`src/rtl/id_ex_stage.sv`:
```
// ID/EX operand-capture stage: a 2-entry skid buffer with a valid/ready handshake and writeback patching of stale operands.
// Build option: define ID_EX_BYPASS_EN to enable the capture bypass and hold patching.
module id_ex_stage #(
  parameter int DEPTH = 2,
  parameter int DW    = 32,
  parameter int AW    = 6,
  parameter int OPW   = 4
) (
  input  logic           clk,
  input  logic           rst_n,
  input  logic           in_valid,
  output logic           in_ready,
  input  logic [OPW-1:0] in_opcode,
  input  logic [AW-1:0]  in_rd,
  input  logic [AW-1:0]  in_rs,
  input  logic [AW-1:0]  in_rt,
  input  logic [DW-1:0]  in_a,
  input  logic [DW-1:0]  in_b,
  input  logic           wb_regWrite,
  input  logic [AW-1:0]  wb_writeReg,
  input  logic [DW-1:0]  wb_writeData,
  input  logic           flush,
  output logic           out_valid,
  input  logic           out_ready,
  output logic [OPW-1:0] out_opcode,
  output logic [AW-1:0]  out_rd,
  output logic [AW-1:0]  out_rs,
  output logic [AW-1:0]  out_rt,
  output logic [DW-1:0]  out_a,
  output logic [DW-1:0]  out_b
);

`ifdef ID_EX_BYPASS_EN
  localparam bit BYPASS = 1'b1;
`else
  localparam bit BYPASS = 1'b0;
`endif

  if (DEPTH != 2) begin : g_depth_check
    $error("id_ex_stage supports DEPTH == 2 only");
  end

  typedef enum logic [1:0] {
    S_EMPTY = 2'd0,
    S_ONE   = 2'd1,
    S_FULL  = 2'd2
  } state_t;

  state_t r_state, w_state_nxt;

  logic [OPW-1:0] r_op [2];
  logic [AW-1:0]  r_rd [2];
  logic [AW-1:0]  r_rs [2];
  logic [AW-1:0]  r_rt [2];
  logic [DW-1:0]  r_a  [2];
  logic [DW-1:0]  r_b  [2];

  logic           w_push, w_pop, w_to_e0;
  logic [DW-1:0]  w_cap_a, w_cap_b, w_a0, w_b0, w_a1, w_b1;

  // The register file reads before it writes on the same edge, so any
  // operand whose source matches the writeback target is replaced here.
  function automatic logic [DW-1:0] patch(input logic [DW-1:0] val,
                                          input logic [AW-1:0] src,
                                          input logic          we,
                                          input logic [AW-1:0] wa,
                                          input logic [DW-1:0] wd);
    if (BYPASS && we && (src == wa)) return wd;
    return val;
  endfunction

  assign in_ready  = (r_state != S_FULL);
  assign out_valid = (r_state != S_EMPTY);
  assign w_push    = in_valid && in_ready;
  assign w_pop     = out_valid && out_ready;
  assign w_to_e0   = w_push && ((r_state == S_EMPTY) || ((r_state == S_ONE) && w_pop));

  assign w_cap_a = patch(in_a,   in_rs,    wb_regWrite, wb_writeReg, wb_writeData);
  assign w_cap_b = patch(in_b,   in_rt,    wb_regWrite, wb_writeReg, wb_writeData);
  assign w_a0    = patch(r_a[0], r_rs[0],  wb_regWrite, wb_writeReg, wb_writeData);
  assign w_b0    = patch(r_b[0], r_rt[0],  wb_regWrite, wb_writeReg, wb_writeData);
  assign w_a1    = patch(r_a[1], r_rs[1],  wb_regWrite, wb_writeReg, wb_writeData);
  assign w_b1    = patch(r_b[1], r_rt[1],  wb_regWrite, wb_writeReg, wb_writeData);

  always_ff @(posedge clk or negedge rst_n) begin
    if (!rst_n) r_state <= S_EMPTY;
    else        r_state <= w_state_nxt;
  end

  always_comb begin
    w_state_nxt = r_state;
    if (flush) begin
      w_state_nxt = S_EMPTY;
    end else begin
      case (r_state)
        S_EMPTY: if (w_push) w_state_nxt = S_ONE;
        S_ONE: begin
          if (w_push && !w_pop)      w_state_nxt = S_FULL;
          else if (w_pop && !w_push) w_state_nxt = S_EMPTY;
        end
        S_FULL:  if (w_pop) w_state_nxt = S_ONE;
        default: w_state_nxt = S_EMPTY;
      endcase
    end
  end

  // Flush freezes storage; the count going to EMPTY is what discards entries.
  always_ff @(posedge clk or negedge rst_n) begin
    if (!rst_n) begin
      for (int i = 0; i < 2; i++) begin
        r_op[i] <= '0;
        r_rd[i] <= '0;
        r_rs[i] <= '0;
        r_rt[i] <= '0;
        r_a[i]  <= '0;
        r_b[i]  <= '0;
      end
    end else if (!flush) begin
      if (w_to_e0) begin
        r_op[0] <= in_opcode;
        r_rd[0] <= in_rd;
        r_rs[0] <= in_rs;
        r_rt[0] <= in_rt;
        r_a[0]  <= w_cap_a;
        r_b[0]  <= w_cap_b;
      end else if (w_pop) begin
        r_op[0] <= r_op[1];
        r_rd[0] <= r_rd[1];
        r_rs[0] <= r_rs[1];
        r_rt[0] <= r_rt[1];
        r_a[0]  <= w_a1;
        r_b[0]  <= w_b1;
      end else begin
        r_a[0]  <= w_a0;
        r_b[0]  <= w_b0;
      end

      if (w_push && !w_to_e0) begin
        r_op[1] <= in_opcode;
        r_rd[1] <= in_rd;
        r_rs[1] <= in_rs;
        r_rt[1] <= in_rt;
        r_a[1]  <= w_cap_a;
        r_b[1]  <= w_cap_b;
      end else begin
        r_a[1]  <= w_a1;
        r_b[1]  <= w_b1;
      end
    end
  end

  assign out_opcode = r_op[0];
  assign out_rd     = r_rd[0];
  assign out_rs     = r_rs[0];
  assign out_rt     = r_rt[0];
  assign out_a      = r_a[0];
  assign out_b      = r_b[0];

endmodule
```
`config.mk`:
```
export PLATFORM = sky130hd
export DESIGN_NAME = id_ex_stage
export DESIGN_NICKNAME = d
export VERILOG_FILES = /design/src/rtl/id_ex_stage.sv
export SDC_FILE = /design/constraint.sdc
export NUM_CORES = 1
export LEC_CHECK = 0
export ABC_CLOCK_PERIOD_IN_PS = 1500
export CAP_MARGIN = 20
export CELL_PAD_IN_SITES_DETAIL_PLACEMENT = 0
export CELL_PAD_IN_SITES_GLOBAL_PLACEMENT = 1
export CORE_AREA = 2 2 137 192
export CTS_CLUSTER_SIZE = 10
export DETAILED_ROUTE_END_ITERATION = 10
export DIE_AREA = 0 0 139 194
export PLACE_DENSITY = 0.64
export SLEW_MARGIN = 20
export SYNTH_ARGS = -nofsm -noshare
export SYNTH_HDL_FRONTEND = slang
export SYNTH_SLANG_ARGS = --single-unit
```
`constraint.sdc`:
```
create_clock -name clk -period 1.5 [get_ports clk]
set_input_delay 0.15 -clock clk [delete_from_list [all_inputs] [get_ports clk]]
set_output_delay 0.15 -clock clk [all_outputs]
set_load 0.02 [all_outputs]
```
* Word-level counts from Yosys, hierarchy flattened
Cells that the tools add are included.
** Cells by class
- $add $sub $neg :: 0
- Mux-type cells :: 18
- $mul :: 0
- Order comparisons :: 0
- Bitwise operators :: 1
- Shifts and indexed selects :: 0
- Equal/unequal tests :: 6
- Reduce and logical (&&, ||, !) cells :: 17
- Div/mod/pow operators :: 0
** Operators by type and width (count)
- 2-to-1 mux 32 bit :: 4
- 2-to-1 mux 6 bit :: 6
- 2-to-1 mux 2 bit :: 5
- 2-to-1 mux 4 bit :: 2
- logical AND 1 bit :: 7
- != test 3 bit (second input constant) :: 2
- case mux 2 bit (3 select lines) :: 1
- != test 4 x 2 -> 1 bit (second input constant) :: 1
- AND reduction 2 bit :: 2
- nonzero test 2 bit :: 2
- zero test 1 bit :: 3
- AND reduction 3 bit :: 1
- equality test 2 x 1 -> 1 bit (second input constant) :: 1
- equality test 2 bit (second input constant) :: 1
- zero test 2 bit :: 1
- != test 2 bit (second input constant) :: 1
- logical OR 1 bit :: 1
- NOT 1 bit :: 1
** Storage, ports and cells
- RAM bits :: 0
- Input port bits :: 130
- Memories :: 0
- Output and inout port bits :: 88
- ROM bits :: 0
- Bits in latches :: 0
- Flip-flop bits (word level) :: 174

* Depth between registers and ports, before layout
Gate-level depths: netlist (run 1).
- Depth in word-level cells :: 8
- Gate-level depth with buffers :: 6
- Depth with buffers taken out :: 4

* Least setup slack after synthesis (run 1)
No wires, ideal clock.
- Kind :: register -> register
- Start point :: register r_state[1]
- End point :: register r_a (netlist bit out_a[31])
- Arrival :: 1438 ps
- Stages on the path, launching flop included :: 7
- Library setup time :: 123 ps
- Clock period less this slack :: 1560 ps
- Slack :: -60 ps
- Required time :: 1377 ps
- Cell sequence :: dfrtp_1 or3b_1 a21oi_1 buf_2 buf_4 buf_6 a21oi_1
** Between the ends
- Word-level cells in the longest chain between the ends :: 7
- Elaborated cells between the ends (all ways) :: 12
** RTL lines
- start, declared :: RTL line 49 : state_t r_state, w_state_nxt;
- start signal, assigned :: RTL line 87 : else r_state <= w_state_nxt;
- nonzero test 2 bit :: RTL line 73 : assign out_valid = (r_state != S_EMPTY);
- logical AND 1 bit :: RTL line 75 : assign w_pop = out_valid && out_ready;
- logical AND 1 bit :: RTL line 76 : assign w_to_e0 = w_push && ((r_state == S_EMPTY) || ((r_state == S_ONE) && w_pop));
- logical OR 1 bit :: RTL line 76
- logical AND 1 bit :: RTL line 76
- nonzero test 2 bit (no line)
- AND reduction 2 bit (no line)
- end, declared :: RTL line 55 : logic [DW-1:0] r_a [2];
Several ways; a longest one is shown, not always the timed one.
A chain may end at the register's enable or synchronous reset.

* Final worst setup path (run 1)
- Start point :: register r_state[1]
- End point :: register r_a (netlist bit w_a1[10])
** Between the ends
- Word-level cells in the longest chain between the ends :: 8
- Elaborated cells between the ends (all ways) :: 12
** RTL lines
- nonzero test 2 bit :: RTL line 73
- logical AND 1 bit :: RTL line 75
- logical AND 1 bit :: RTL line 76
- logical OR 1 bit :: RTL line 76
- logical AND 1 bit :: RTL line 76
- zero test 1 bit :: RTL line 138 : if (w_push && !w_to_e0) begin
- logical AND 1 bit * :: RTL line 138
- AND reduction 2 bit (no line) *
Every way passes the cells marked *; elsewhere a longest branch is shown, timed or not.

==> results of run 1 <==
[cell families after synthesis]
group	Yosys count
flops	174
mux	172
compound gates	93
buf+inv	60
simple gates	96
[registers in the layout (all words and copies together) (netlist names), 32 cells and up]
register / cells
out_a: 32
w_a1: 32
w_b1: 32
out_b: 32
[synthesized netlist by cell type, types with 2 or more instances]
library cell and count:
dfrtp_1 174, a21oi_1 89, nor2_1 87, mux2i_1 86, mux2_2 46, mux2_1 40
buf_4 28, buf_2 19, buf_6 12, nand2_1 3, nor2b_1 2
[worst max path at each step]
| stage | startpoint | to | cells after the start |
|---|---|---|---|
| after floorplan | r_state[1] | r_rt[0] | 5 |
| after global placement | in_valid | out_a[0] | 6 |
| after detailed placement | in_valid | out_b[19] | 6 |
| after CTS | r_state[0] | out_rd[0] | 6 |
| after global routing | r_state[1] | out_a[18] | 6 |
| final | r_state[1] | w_a1[10] | 6 |
[power groups by stage]
stage	Sequential [mW]	Combinational, mW	Clock (mW)
finish	6.61	4.23	4.47
global route	6.77	4.59	4.85
CTS	6.62	4.25	4.64
detailed placement	6.72	4.32	0
global placement	6.66	4.21	0
floorplan	7.05	2.06	0
[stage by stage]
stage | setup TNS (ps) | hold WS [ps] | utilization | setup WS [ps]
4_1_cts | -24850 | 180 | 0.412 | -171
5_1_grt | -34000 | 201 | 0.425 | -244
3_5_place_dp | -65900 | 87.5 | 0.384 | -451
2_1_floorplan | -360 | -146 | - | -8.99
3_3_place_gp | -54200 | 86.5 | 0.384 | -355
6_report | -21150 | 190 | 0.425 | -176
[cell usage in the layout, fill, tap and decap left out, drive strengths merged]
| cell type | count |
|---|---|
| mux2i | 86 |
| mux2 | 86 |
| a21oi | 89 |
| clkdlybuf4s50 | 113 |
| nor2b | 2 |
| o21ai | 2 |
| clkinv | 4 |
| inv | 5 |
| o22a | 1 |
| dlymetal6s2s | 25 |
| or3b | 1 |
| dfrtp | 174 |
| clkinvlp | 4 |
| dlygate4sd2 | 37 |
| dlygate4sd3 | 1 |
| nand2 | 3 |
| nor3 | 1 |
| buf | 46 |
| nor2 | 87 |
| nor3b | 1 |
| a211oi | 1 |
| clkbuf | 26 |
| or2 | 1 |
| bufinv | 2 |
[area by class of cell]
cell class              count  area (µm²)
well taps                 319         399
fillers                  2365       14500
flip-flops and latches    174        4350
multi-input cells         361        2730
clock buffers              18         439
inverters                   1        3.75
clock inverters            14         156
repair buffers            230        2630
[what timing repair did]
action,in CTS,in global routing
cloned,4,9
hold endpoints to repair,156,0
setup buffers,4,3
setup endpoints to repair,260,222
hold buffers,1,0
resized for setup,57,37
[routing by layer]
metal | part of all wire | wire, µm | vias up | global-route usage
li1 | - | - | 2426 | -
met1 | 0.41 | 8150 | 2579 | 0.164
met2 | 0.53 | 10400 | 121 | 0.246
met3 | 0.048 | 937 | 17 | 0.0435
met4 | 0.012 | 246 | 2 | 0.0430
met5 | 0.00066 | 13 | - | 0
==> results.md, run 1 <==
* CTS Sinks at 174
* Core footprint at 25,200 µm²
* Final Total Pwr at 15.3 mW
* Ratio of routed vias to standard cells at about 4.6
* Slew Viols, Final at 0
* Run status: complete, but fails checks
* Post-synthesis compound-gate area fraction at 0.0635
* Endpoints failing hold at 0
* Top cells by area, synth: dfrtp_1, mux2i_1, mux2_2, mux2_1, a21oi_1
* Gate Count Post-Synth at 595
* Post-Synth XOR/XNOR Area at 0
* Unrepaired setup endpoints after global routing: true
* Antenna diodes at 0
* Logic pwr share at 0.276
* Syn_area_per_cell at 12.6 µm²
* Final setup margin at -176 ps
* Mapped Area at 7490 µm²
* Main flop type after synthesis: dfrtp_1
* Nets@finish at 915
* Mapped Nets at 725
* Post-Synth Simple-Gate Area at 0.0511
* Io pins at 218
* Clock Skews at 8.97 ps
* CP startpoint kind: flop
* Number of synthesized flops with an enable pin at 0
* Critical R2R Launch: r_state[1]
* Clk pwr share at 0.292
* R2R Path End: w_a1[10]
* Post-route cell area at 10,700 µm²
* Sequential power share at 0.432
* Slowest CP cell: dfrtp_1
* R2R depth at 6
* Static Leakage at 4.95 nW
* Critical Path Fanout Max at 8
* Vias in the first global route at 5,516
* Max_cap viols at 0
* Die Span X at 139 µm
* Final HPWL DP at around 12,000 µm
* FFs w/ async S/R, synth at 1.00
* Top-area cell type share of the netlist area at 0.582
* Die area at between 20,000 and 30,000 µm²
* Synth area leader: dfrtp_1
* Row cnt at 69
* GPL Wtd Cong at roughly 0.73
* Later-pin clock latency in the skew report at 430 ps
* Drt first pass iters at 4
* Slew of the pin with the lowest slew margin at 389 ps
* Power Density at around 1400 nW/µm²
* Drc violations at 0
* Delay-heaviest family, CP: buffers and inverters
* Cell variety after synth at 20
* Final period utilization at 1.12
* Failing checks: negative setup slack
* Worst R2R Setup Slack at -180 ps
* Adder-cell share of the synthesized area at 0
* CTS clk-pin slew, worst paths at 70 ps
* CTS tree: built
* Starting Density at 0.297
* HP Class: input pin to asynchronous set/reset pin
* WP buf/inv at 3
* Gr ovfl total at 0
* Total CTS buffers at 17
* Finished Layout Cells at 1,117
* Main combinational cell family by area after synthesis: multiplexers
* CTS Buffer Depth at 2
* FMAX at 0.597 GHz
* VDD IR max at roughly 0.8 mV
* Final setup viols at a little under 200
* Cells after DPL at 1,065
* Antenna viol nets, final at 0
* Antenna violations before repair at 1
* Register area share after synthesis at 0.582
* DP Area at 9680 µm²
* Min Tclk post-route at between 1500 and 2000 ps
* Seq cells post-synth at approximately 170
* Largest net degree at the start of global routing at 39
* First-pass GRT wire length at between 20,000 and 30,000 µm
* Ys Warns at 0
* Switch Pwr at approximately 4.7 mW
* Die H at 194 µm
* Layout cells sized above 1 at 0.175
* Crit-path max cell delay at 370 ps
* Post-synthesis mux area share at 0.244
* Total number of vias at 5,145
* Routed wire length at 19,700 µm
* Slew HR at 0.741
* CP Class: flop to flop
* DR WL/cell at around 18 µm
* Clk Tree Root Cell: clkbuf_16
* GRT Total Usage at 0.140
* Syn-to-layout area delta at 43.1%
* Sw Share at 0.306
* H-tree levels at 4
* Cells along the critical path: buf_4 -> nor2b_1 -> nor3_4 -> buf_12 -> clkbuf_16 -> mux2_1
* Worst EP required at approximately 1800 ps
* Pint at 10.6 mW
* Port-buffer cells at approximately 180
* Critical path arrival at between 1500 and 2000 ps
* CP Capture Type: flop
* Starting DRT DRC Count at just under 200
Power figures use the tool's default switching activity.
==> run 2: changes to the inputs <==
--- a/config.mk
+++ b/config.mk
@@ -5,7 +5,6 @@
 export SDC_FILE = /design/constraint.sdc
 export NUM_CORES = 1
 export LEC_CHECK = 0
-export ABC_CLOCK_PERIOD_IN_PS = 1500
 export CAP_MARGIN = 20
 export CELL_PAD_IN_SITES_DETAIL_PLACEMENT = 0
 export CELL_PAD_IN_SITES_GLOBAL_PLACEMENT = 1
==> results of run 2 <==
The final DEF is identical to that of run 1; final timing and power are the same.
